File: config.mk
export PLATFORM = sky130hd
export DESIGN_NAME = move_cmd_arbiter_flat
export DESIGN_NICKNAME = d
export VERILOG_FILES = /design/src/rtl/connect4_pkg.sv /design/src/rtl/move_cmd_arbiter_if.sv /design/src/rtl/cmd_fifo.sv /design/src/rtl/move_cmd_arbiter.sv /design/src/flat_wrapper.sv
export SDC_FILE = /design/constraint.sdc
export NUM_CORES = 1
export LEC_CHECK = 0
export CAP_MARGIN = 20
export CELL_PAD_IN_SITES_DETAIL_PLACEMENT = 1
export CELL_PAD_IN_SITES_GLOBAL_PLACEMENT = 1
export CORE_ASPECT_RATIO = 0.75
export CORE_UTILIZATION = 40
export DETAILED_ROUTE_END_ITERATION = 10
export PLACE_DENSITY_LB_ADDON = 0.15
export SLEW_MARGIN = 20
export SYNTH_ARGS = -nofsm -noshare
export SYNTH_HDL_FRONTEND = slang
export SYNTH_HIERARCHICAL = 1
export SYNTH_SLANG_ARGS = --single-unit
File: constraint.sdc
create_clock -name clk -period 2.6 [get_ports clk]
set_input_delay 0.65 -clock clk [delete_from_list [all_inputs] [get_ports clk]]
set_output_delay 0.65 -clock clk [all_outputs]
set_load 0.05 [all_outputs]
File: src/rtl/connect4_pkg.sv
`default_nettype none
// ============================================================================
// Package     : connect4_pkg
// Description : Shared command/issuer types and UART command byte encodings
//               for the Connect-4 move-command path.
// Revision    : 1.0 - initial release
// ============================================================================
package connect4_pkg;

    typedef enum logic [1:0] {
        CMD_NONE  = 2'd0,
        CMD_LEFT  = 2'd1,
        CMD_RIGHT = 2'd2,
        CMD_DROP  = 2'd3
    } cmd_t;

    typedef enum logic [1:0] {
        IDLE  = 2'd0,
        ISSUE = 2'd1,
        GAP   = 2'd2
    } issuer_state_t;

    localparam logic [7:0] UART_CMD_RIGHT = 8'h01;
    localparam logic [7:0] UART_CMD_LEFT  = 8'h02;
    localparam logic [7:0] UART_CMD_DROP  = 8'h03;

    // Any byte outside the three command codes maps to CMD_NONE.
    function automatic cmd_t uart_decode(input logic [7:0] b);
        case (b)
            UART_CMD_RIGHT: return CMD_RIGHT;
            UART_CMD_LEFT:  return CMD_LEFT;
            UART_CMD_DROP:  return CMD_DROP;
            default:        return CMD_NONE;
        endcase
    endfunction

endpackage
`default_nettype wire

File: src/rtl/move_cmd_arbiter_if.sv
`default_nettype none
// ============================================================================
// Interface   : move_cmd_arbiter_if
// Description : Front-end request inputs and FSM-facing move outputs of the
//               move-command arbiter.
// Revision    : 1.0 - initial release
// ============================================================================
interface move_cmd_arbiter_if;

    logic       btn_left;
    logic       btn_right;
    logic       btn_drop;
    logic       rx_valid;
    logic [7:0] rx_data;
    logic       game_ready;
    logic       player_turn;
    logic       move_left;
    logic       move_right;
    logic       move_made;
    logic       times_up;
    logic [3:0] seconds;
    logic       overflow;
    logic       bad_cmd;

    modport master (
        output btn_left, btn_right, btn_drop, rx_valid, rx_data,
               game_ready, player_turn,
        input  move_left, move_right, move_made, times_up,
               seconds, overflow, bad_cmd
    );

    modport slave (
        input  btn_left, btn_right, btn_drop, rx_valid, rx_data,
               game_ready, player_turn,
        output move_left, move_right, move_made, times_up,
               seconds, overflow, bad_cmd
    );

endinterface
`default_nettype wire

File: src/rtl/cmd_fifo.sv
`default_nettype none
// ============================================================================
// Module      : cmd_fifo
// Description : Synchronous command FIFO with flush; push and pop in the same
//               cycle are accepted even when full.
// Revision    : 1.0 - initial release
// ============================================================================
module cmd_fifo
    import connect4_pkg::*;
#(
    parameter int DEPTH = 4
) (
    input  wire logic clk,
    input  wire logic rst,
    input  wire logic i_push,
    input  cmd_t      i_push_cmd,
    input  wire logic i_pop,
    input  wire logic i_flush,
    output logic      o_full,
    output logic      o_empty,
    output cmd_t      o_head
);

    localparam int ADDR_W = $clog2(DEPTH);

    cmd_t              r_mem [DEPTH];
    logic [ADDR_W:0]   r_wr_ptr;
    logic [ADDR_W:0]   r_rd_ptr;
    logic              w_do_push;
    logic              w_do_pop;

    assign o_empty = (r_wr_ptr == r_rd_ptr);
    assign o_full  = (r_wr_ptr[ADDR_W] != r_rd_ptr[ADDR_W]) &&
                     (r_wr_ptr[ADDR_W-1:0] == r_rd_ptr[ADDR_W-1:0]);
    assign o_head  = r_mem[r_rd_ptr[ADDR_W-1:0]];

    // Flush dominates; a full FIFO still takes a push when it pops.
    assign w_do_pop  = i_pop && !o_empty && !i_flush;
    assign w_do_push = i_push && !i_flush && (!o_full || w_do_pop);

    always_ff @(posedge clk) begin
        if (rst || i_flush) begin
            r_wr_ptr <= '0;
            r_rd_ptr <= '0;
        end else begin
            if (w_do_push) r_wr_ptr <= r_wr_ptr + 1'b1;
            if (w_do_pop)  r_rd_ptr <= r_rd_ptr + 1'b1;
        end
    end

    always_ff @(posedge clk) begin
        if (w_do_push) r_mem[r_wr_ptr[ADDR_W-1:0]] <= i_push_cmd;
    end

endmodule
`default_nettype wire

File: src/rtl/move_cmd_arbiter.sv
`default_nettype none
// ============================================================================
// Module      : move_cmd_arbiter
// Description : Merges button and UART move requests into one paced command
//               stream for connect4_fsm and owns the per-turn timeout.
// Revision    : 1.0 - initial release
// ============================================================================
module move_cmd_arbiter
    import connect4_pkg::*;
#(
    parameter int FIFO_DEPTH    = 4,
    parameter int GAP_CYCLES    = 4,
    parameter int TICKS_PER_SEC = 25_000_000,
    parameter int TIMEOUT_SECS  = 10
) (
    input  wire logic          clk,
    input  wire logic          reset,
    move_cmd_arbiter_if.slave  bus
);

    localparam int GAP_W  = (GAP_CYCLES > 1) ? $clog2(GAP_CYCLES) : 1;
    localparam int TICK_W = (TICKS_PER_SEC > 1) ? $clog2(TICKS_PER_SEC) : 1;
    localparam logic [GAP_W-1:0]  c_GAP_LAST  = GAP_W'(GAP_CYCLES - 1);
    localparam logic [TICK_W-1:0] c_TICK_LAST = TICK_W'(TICKS_PER_SEC - 1);
    localparam logic [3:0]        c_TIMEOUT   = 4'(TIMEOUT_SECS);

    cmd_t              w_btn_cmd;
    cmd_t              w_rx_cmd;
    logic              w_rx_bad;
    cmd_t              w_push_cmd;
    logic              w_push;
    logic              w_skid_load;
    logic              w_skid_take;
    logic              w_rx_lost;
    logic              r_skid_valid;
    cmd_t              r_skid_cmd;

    logic              w_full;
    logic              w_empty;
    cmd_t              w_head;
    logic              w_pop;
    logic              w_flush;
    logic              w_gap_last;
    logic              w_can_issue;
    logic              w_timeout;
    logic              w_fire;
    logic              w_timer_clr;
    logic              w_turn_change;

    issuer_state_t     r_state;
    logic [GAP_W-1:0]  r_gap_cnt;
    logic [TICK_W-1:0] r_tick;
    logic [3:0]        r_seconds;
    logic              r_fired;
    logic              r_turn_q;
    logic              r_move_left;
    logic              r_move_right;
    logic              r_move_made;
    logic              r_times_up;
    logic              r_overflow;
    logic              r_bad_cmd;

    always_comb begin
        w_btn_cmd = CMD_NONE;
        if (bus.btn_drop)       w_btn_cmd = CMD_DROP;
        else if (bus.btn_left)  w_btn_cmd = CMD_LEFT;
        else if (bus.btn_right) w_btn_cmd = CMD_RIGHT;
    end

    assign w_rx_cmd = bus.rx_valid ? uart_decode(bus.rx_data) : CMD_NONE;
    assign w_rx_bad = bus.rx_valid && (uart_decode(bus.rx_data) == CMD_NONE);

    // One FIFO push per cycle: button, then skid, then UART.
    always_comb begin
        w_push      = 1'b0;
        w_push_cmd  = CMD_NONE;
        w_skid_load = 1'b0;
        w_skid_take = 1'b0;
        w_rx_lost   = 1'b0;
        if (w_btn_cmd != CMD_NONE) begin
            w_push     = 1'b1;
            w_push_cmd = w_btn_cmd;
            if (w_rx_cmd != CMD_NONE) begin
                if (r_skid_valid) w_rx_lost   = 1'b1;
                else              w_skid_load = 1'b1;
            end
        end else if (r_skid_valid) begin
            w_push      = 1'b1;
            w_push_cmd  = r_skid_cmd;
            w_skid_take = 1'b1;
            w_skid_load = (w_rx_cmd != CMD_NONE);
        end else if (w_rx_cmd != CMD_NONE) begin
            w_push     = 1'b1;
            w_push_cmd = w_rx_cmd;
        end
    end

    // The final GAP cycle also acts as IDLE so back-to-back pulses are
    // separated by exactly GAP_CYCLES quiet cycles.
    assign w_gap_last    = (r_state == GAP) && (r_gap_cnt == c_GAP_LAST);
    assign w_can_issue   = bus.game_ready && !w_empty &&
                           ((r_state == IDLE) || w_gap_last);
    assign w_timeout     = bus.game_ready && (r_seconds == c_TIMEOUT) && !r_fired &&
                           ((r_state == IDLE) || (r_state == GAP));
    assign w_fire        = w_timeout && !(w_can_issue && (w_head == CMD_DROP));
    assign w_pop         = w_can_issue && !w_fire;
    assign w_flush       = !bus.game_ready || w_fire;
    assign w_turn_change = (bus.player_turn != r_turn_q);
    assign w_timer_clr   = !bus.game_ready || w_fire || w_turn_change ||
                           (w_pop && (w_head == CMD_DROP));

    cmd_fifo #(
        .DEPTH      (FIFO_DEPTH)
    ) u_fifo (
        .clk        (clk),
        .rst        (reset),
        .i_push     (w_push && bus.game_ready),
        .i_push_cmd (w_push_cmd),
        .i_pop      (w_pop),
        .i_flush    (w_flush),
        .o_full     (w_full),
        .o_empty    (w_empty),
        .o_head     (w_head)
    );

    always_ff @(posedge clk) begin
        if (reset || !bus.game_ready) begin
            r_skid_valid <= 1'b0;
            r_skid_cmd   <= CMD_NONE;
        end else if (w_skid_load) begin
            r_skid_valid <= 1'b1;
            r_skid_cmd   <= w_rx_cmd;
        end else if (w_skid_take) begin
            r_skid_valid <= 1'b0;
        end
    end

    always_ff @(posedge clk) begin
        if (reset) begin
            r_overflow <= 1'b0;
            r_bad_cmd  <= 1'b0;
        end else begin
            r_bad_cmd <= w_rx_bad;
            if (bus.game_ready && !w_fire &&
                (w_rx_lost || (w_push && w_full && !w_pop)))
                r_overflow <= 1'b1;
        end
    end

    // A timeout pulse occupies the ISSUE slot so GAP always follows it.
    always_ff @(posedge clk) begin
        if (reset) begin
            r_state      <= IDLE;
            r_gap_cnt    <= '0;
            r_fired      <= 1'b0;
            r_move_left  <= 1'b0;
            r_move_right <= 1'b0;
            r_move_made  <= 1'b0;
            r_times_up   <= 1'b0;
        end else begin
            r_move_left  <= 1'b0;
            r_move_right <= 1'b0;
            r_move_made  <= 1'b0;
            r_times_up   <= 1'b0;
            if (w_turn_change) r_fired <= 1'b0;
            if (!bus.game_ready) begin
                r_state   <= IDLE;
                r_gap_cnt <= '0;
            end else if (w_fire) begin
                r_move_made <= 1'b1;
                r_times_up  <= 1'b1;
                r_fired     <= 1'b1;
                r_state     <= ISSUE;
            end else if (w_pop) begin
                r_move_left  <= (w_head == CMD_LEFT);
                r_move_right <= (w_head == CMD_RIGHT);
                r_move_made  <= (w_head == CMD_DROP);
                r_state      <= ISSUE;
            end else begin
                case (r_state)
                    ISSUE: begin
                        r_state   <= GAP;
                        r_gap_cnt <= '0;
                    end
                    GAP: begin
                        if (w_gap_last) r_state   <= IDLE;
                        else            r_gap_cnt <= r_gap_cnt + 1'b1;
                    end
                    default: r_state <= IDLE;
                endcase
            end
        end
    end

    always_ff @(posedge clk) begin
        if (reset) begin
            r_turn_q  <= 1'b0;
            r_tick    <= '0;
            r_seconds <= '0;
        end else begin
            r_turn_q <= bus.player_turn;
            if (w_timer_clr) begin
                r_tick    <= '0;
                r_seconds <= '0;
            end else if (r_tick == c_TICK_LAST) begin
                r_tick <= '0;
                if (r_seconds != c_TIMEOUT) r_seconds <= r_seconds + 1'b1;
            end else begin
                r_tick <= r_tick + 1'b1;
            end
        end
    end

    assign bus.move_left  = r_move_left;
    assign bus.move_right = r_move_right;
    assign bus.move_made  = r_move_made;
    assign bus.times_up   = r_times_up;
    assign bus.seconds    = r_seconds;
    assign bus.overflow   = r_overflow;
    assign bus.bad_cmd    = r_bad_cmd;

endmodule
`default_nettype wire

File: src/flat_wrapper.sv
// flat-port wrapper written by rule: the top's interface ports become plain ports
module move_cmd_arbiter_flat import connect4_pkg::*;
#(
    parameter int FIFO_DEPTH    = 4,
    parameter int GAP_CYCLES    = 4,
    parameter int TICKS_PER_SEC = 25_000_000,
    parameter int TIMEOUT_SECS  = 10
)
  (clk, reset, bus_btn_left, bus_btn_right, bus_btn_drop, bus_rx_valid, bus_rx_data, bus_game_ready, bus_player_turn, bus_move_left, bus_move_right, bus_move_made, bus_times_up, bus_seconds, bus_overflow, bus_bad_cmd);
  move_cmd_arbiter_if bus_i ();
  input  wire logic clk;
  input  wire logic reset;
  input wire logic [$bits(bus_i.btn_left)-1:0] bus_btn_left;
  input wire logic [$bits(bus_i.btn_right)-1:0] bus_btn_right;
  input wire logic [$bits(bus_i.btn_drop)-1:0] bus_btn_drop;
  input wire logic [$bits(bus_i.rx_valid)-1:0] bus_rx_valid;
  input wire logic [$bits(bus_i.rx_data)-1:0] bus_rx_data;
  input wire logic [$bits(bus_i.game_ready)-1:0] bus_game_ready;
  input wire logic [$bits(bus_i.player_turn)-1:0] bus_player_turn;
  output wire logic [$bits(bus_i.move_left)-1:0] bus_move_left;
  output wire logic [$bits(bus_i.move_right)-1:0] bus_move_right;
  output wire logic [$bits(bus_i.move_made)-1:0] bus_move_made;
  output wire logic [$bits(bus_i.times_up)-1:0] bus_times_up;
  output wire logic [$bits(bus_i.seconds)-1:0] bus_seconds;
  output wire logic [$bits(bus_i.overflow)-1:0] bus_overflow;
  output wire logic [$bits(bus_i.bad_cmd)-1:0] bus_bad_cmd;
  assign bus_i.btn_left = bus_btn_left;
  assign bus_i.btn_right = bus_btn_right;
  assign bus_i.btn_drop = bus_btn_drop;
  assign bus_i.rx_valid = bus_rx_valid;
  assign bus_i.rx_data = bus_rx_data;
  assign bus_i.game_ready = bus_game_ready;
  assign bus_i.player_turn = bus_player_turn;
  assign bus_move_left = bus_i.move_left;
  assign bus_move_right = bus_i.move_right;
  assign bus_move_made = bus_i.move_made;
  assign bus_times_up = bus_i.times_up;
  assign bus_seconds = bus_i.seconds;
  assign bus_overflow = bus_i.overflow;
  assign bus_bad_cmd = bus_i.bad_cmd;
  move_cmd_arbiter #(.FIFO_DEPTH(FIFO_DEPTH), .GAP_CYCLES(GAP_CYCLES), .TICKS_PER_SEC(TICKS_PER_SEC), .TIMEOUT_SECS(TIMEOUT_SECS)) u_core (.clk(clk), .reset(reset), .bus(bus_i));
endmodule
==> run metrics <==
outcome=completed; DRC errors left=0; PD cells=496 mW/mm^2; TritonCTS clock tree=yes; Slew Viols, Final=0; Via-to-Cell Ratio=4.93; FF-to-FF path depth=9; Tot Pwr=1.80 mW; fin crit period=2.49 ns; peak supply drop=0.234 mV; Worst Hold Depth=1; CP required=2.64 ns; Syn Nets=327; worst hold path type=register to register; share of cells above drive strength 1=20.2%; total number of vias=2242; Setup Viol. Count Final=0; Final Skew=0.00835 ns; WL final=6340 um; HP Start=u_core/r_tick[0]; Max-slew headroom=56.4%; ANT cells=0; EDFF count, synth=8; Max clock buf depth=2; largest net degree at the start of global routing=26; slew at the pin with the worst max-slew slack=0.650 ns; HPWL after DPL=4710 um; flop-to-flop setup slack=0.22 ns; clk sinks=60; critical path peak fanout=5; crit path DAT=2.53 ns; CTS root buf=clkbuf_8; RR Endpoint=u_core/u_fifo/r_wr_ptr[2]; CTS H-tree lvls=3; crit end category=register; Clock transition at path regs=0.07 ns; Achievable Freq=0.402 GHz; unrepaired setup endpoints after global routing=false; post-synthesis async set-or-reset flop share=0%; synthesized flop and latch total=60; CTS Buf Count=9; Core ar.=0.00693 mm^2; Synth cell types=53; grt total ovfl=0; Cell Area, Synth=0.00290 mm^2; leakage power=1.30 nW; Die W=100 um; fin crit share=95.7%; I/O Buffers=25; hold slack final=0.477 ns; Synth warnings=6; final hold violations=0; end point of the worst hold path=u_core/r_tick[0]; die height=75.8 um; PnR worst setup slack=0.113 ns; Wirelength per Cell=13.9 um; sequential area share after synthesis=44.1%; first-pass GRT wire length=10400 um; Routed Antenna Nets=0; Die Footprint=0.00761 mm^2; pre-CTS setup slack=-0.346 ns; 1st-iter DRT viols=74; Cells after Synth=302; Setup CP Type=input pin to register; prevailing post-synth register cell=dfxtp_1; Critical R2R Launch=u_core/u_fifo/r_mem[3][0]; RD Place Congestion=0.752; first-pass detailed-route iteration total=4; I/O pins=26; Rows=26; initial antenna violation count=0; Post-Syn Area per Cell=9.62 um^2; Startpoint Class=input pin; Area Growth Syn to Fin=24.8%; max_cap viols=0; GR Util All Layers=17.7%; Starting Density=41.9%; Layout Nets=377; Clk Latency, worst-skew pair=0.33 ns; post-cts hold buffer count=0; vias in the first global route=2174
[stage by stage]
step / TNS (ns) / instances / cell area, um^2 / utilization (%)
3_3_place_gp: -4.91 / 438 / 3380 / 48.8
2_1_floorplan: 0 / 302 / 2900 / -
4_1_cts: 0 / 454 / 3570 / 51.5
6_report: 0 / 455 / 3620 / 52.3
5_1_grt: 0 / 455 / 3620 / 52.3
3_5_place_dp: -4.35 / 438 / 3380 / 48.8
[final cells by class]
cell class | count | area, um^2
fill | 815 | 3310
multi-input combinational | 226 | 1590
sequential | 60 | 1280
timing repair buffer | 47 | 428
clock buffer | 14 | 163
tap | 98 | 123
inverter | 8 | 30.0
clock inverter | 2 | 10.0
[logic make-up after synthesis]
group                      count (synthesis)  synth area share [%]
adders and majority gates                  9                  3.88
DFF                                       60                  44.1
xor gates and xnor gates                  34                  10.3
muxes                                      3                  1.94
buffers and inverters                     16                  3.23
and+or+nand+nor                          150                  29.3
AOI/OAI and AO/OA                         30                  7.28
[cell usage after synthesis (6+ instances only)]
library cell / number / area share (%)
dfxtp_1: 52 / 36
nand2_1: 22 / 2.8
nor4_1: 7 / 1.5
nor2_1: 36 / 4.7
nand3_1: 21 / 3.6
inv_1: 8 / 1.0
nand4_1: 9 / 1.9
xor2_1: 24 / 7.2
o21ai_0: 7 / 1.2
ha_1: 9 / 3.9
nor2_2: 10 / 2.2
and3_1: 6 / 1.3
xnor2_1: 10 / 3.0
a21oi_1: 8 / 1.4
nor3_1: 6 / 1.0
edfxtp_1: 8 / 8.3
[routing by layer]
metal | track usage, % | up-vias | wire length [um]
li1 | - | 1160 | -
met1 | 25.3 | 1045 | 3450
met2 | 26.3 | 31 | 2660
met3 | 4.13 | 6 | 162
met4 | 6.76 | 0 | 76
met5 | 0 | - | 0
[power by group]
group | leakage (nW) | internal, mW | switching, mW
Clock | 0.0905 | 0.396 | 0.343
Sequential | 0.491 | 0.945 | 0.00392
Combinational | 0.717 | 0.0559 | 0.0532
[layout by cell type (no fill, tap or decap), types with 3 or more instances in the layout]
| master | instances |
|---|---|
| edfxtp_1 | 8 |
| ha_1 | 9 |
| and2_2 | 3 |
| nand4_1 | 9 |
| nor2_1 | 36 |
| xnor2_1 | 9 |
| and3_1 | 6 |
| nor4_1 | 6 |
| clkbuf_8 | 11 |
| a21oi_1 | 8 |
| nor2_2 | 10 |
| clkbuf_1 | 3 |
| o21ai_0 | 7 |
| buf_4 | 21 |
| dfxtp_1 | 51 |
| nand3_1 | 21 |
| nor2b_1 | 3 |
| nand2_1 | 22 |
| nor4b_1 | 4 |
| inv_1 | 8 |
| xor2_1 | 22 |
| clkdlybuf4s50_1 | 25 |
| nor3_1 | 6 |
[what timing repair did]
| item | 4_1_cts | 5_1_grt |
|---|---|---|
| cloned | 0 | 0 |
| setup buffers | 0 | 1 |
| endpoints found under the setup margin | 7 | 12 |
| resized for setup | 2 | 10 |
| pin swaps | 0 | 4 |
[state kept, by name, indices dropped and copies added, names as in the netlist, named ones only]
register and count:
u_core/bus.times_up 1, u_core/bus.move_made 1, u_core/u_fifo/r_rd_ptr 3, u_core/r_fired 1, u_core/bus.seconds 4, u_core/r_gap_cnt 2
u_core/r_skid_valid 1, u_core/r_turn_q 1, u_core/r_tick 25, u_core/bus.move_right 1, u_core/bus.bad_cmd 1, u_core/r_state 2
u_core/bus.move_left 1, u_core/u_fifo/r_wr_ptr 3, u_core/bus.overflow 1, u_core/u_fifo/r_mem 8, u_core/r_skid_cmd 2
[worst max-delay path: stages]
cell and delay [ns]:
clkdlybuf4s50_1 0.40, or4_4 0.55, nor4_4 0.27, o31a_1 0.16, nor2b_2 0.14, o41a_4 0.19, and2_2 0.17
[worst max-delay path by stage]
stage | start | end | cells past startpoint | slack (ns)
5_1_grt | u_core/u_fifo/r_rd_ptr[0] | u_core/r_tick[20] | 9 | 0.03
4_1_cts | bus_rx_data[3] | u_core/u_fifo/r_mem[1][1] | 7 | 0.04
3_5_place_dp | bus_rx_data[3] | u_core/u_fifo/r_mem[1][0] | 7 | -0.35
3_3_place_gp | bus_rx_data[3] | u_core/u_fifo/r_mem[2][1] | 7 | -0.36
6_report | bus_rx_data[3] | u_core/u_fifo/r_mem[0][0] | 7 | 0.11
2_1_floorplan | bus_rx_data[3] | u_core/u_fifo/r_mem[3][0] | 6 | 0.04
No activity file was read; power rests on OpenSTA's default activity.
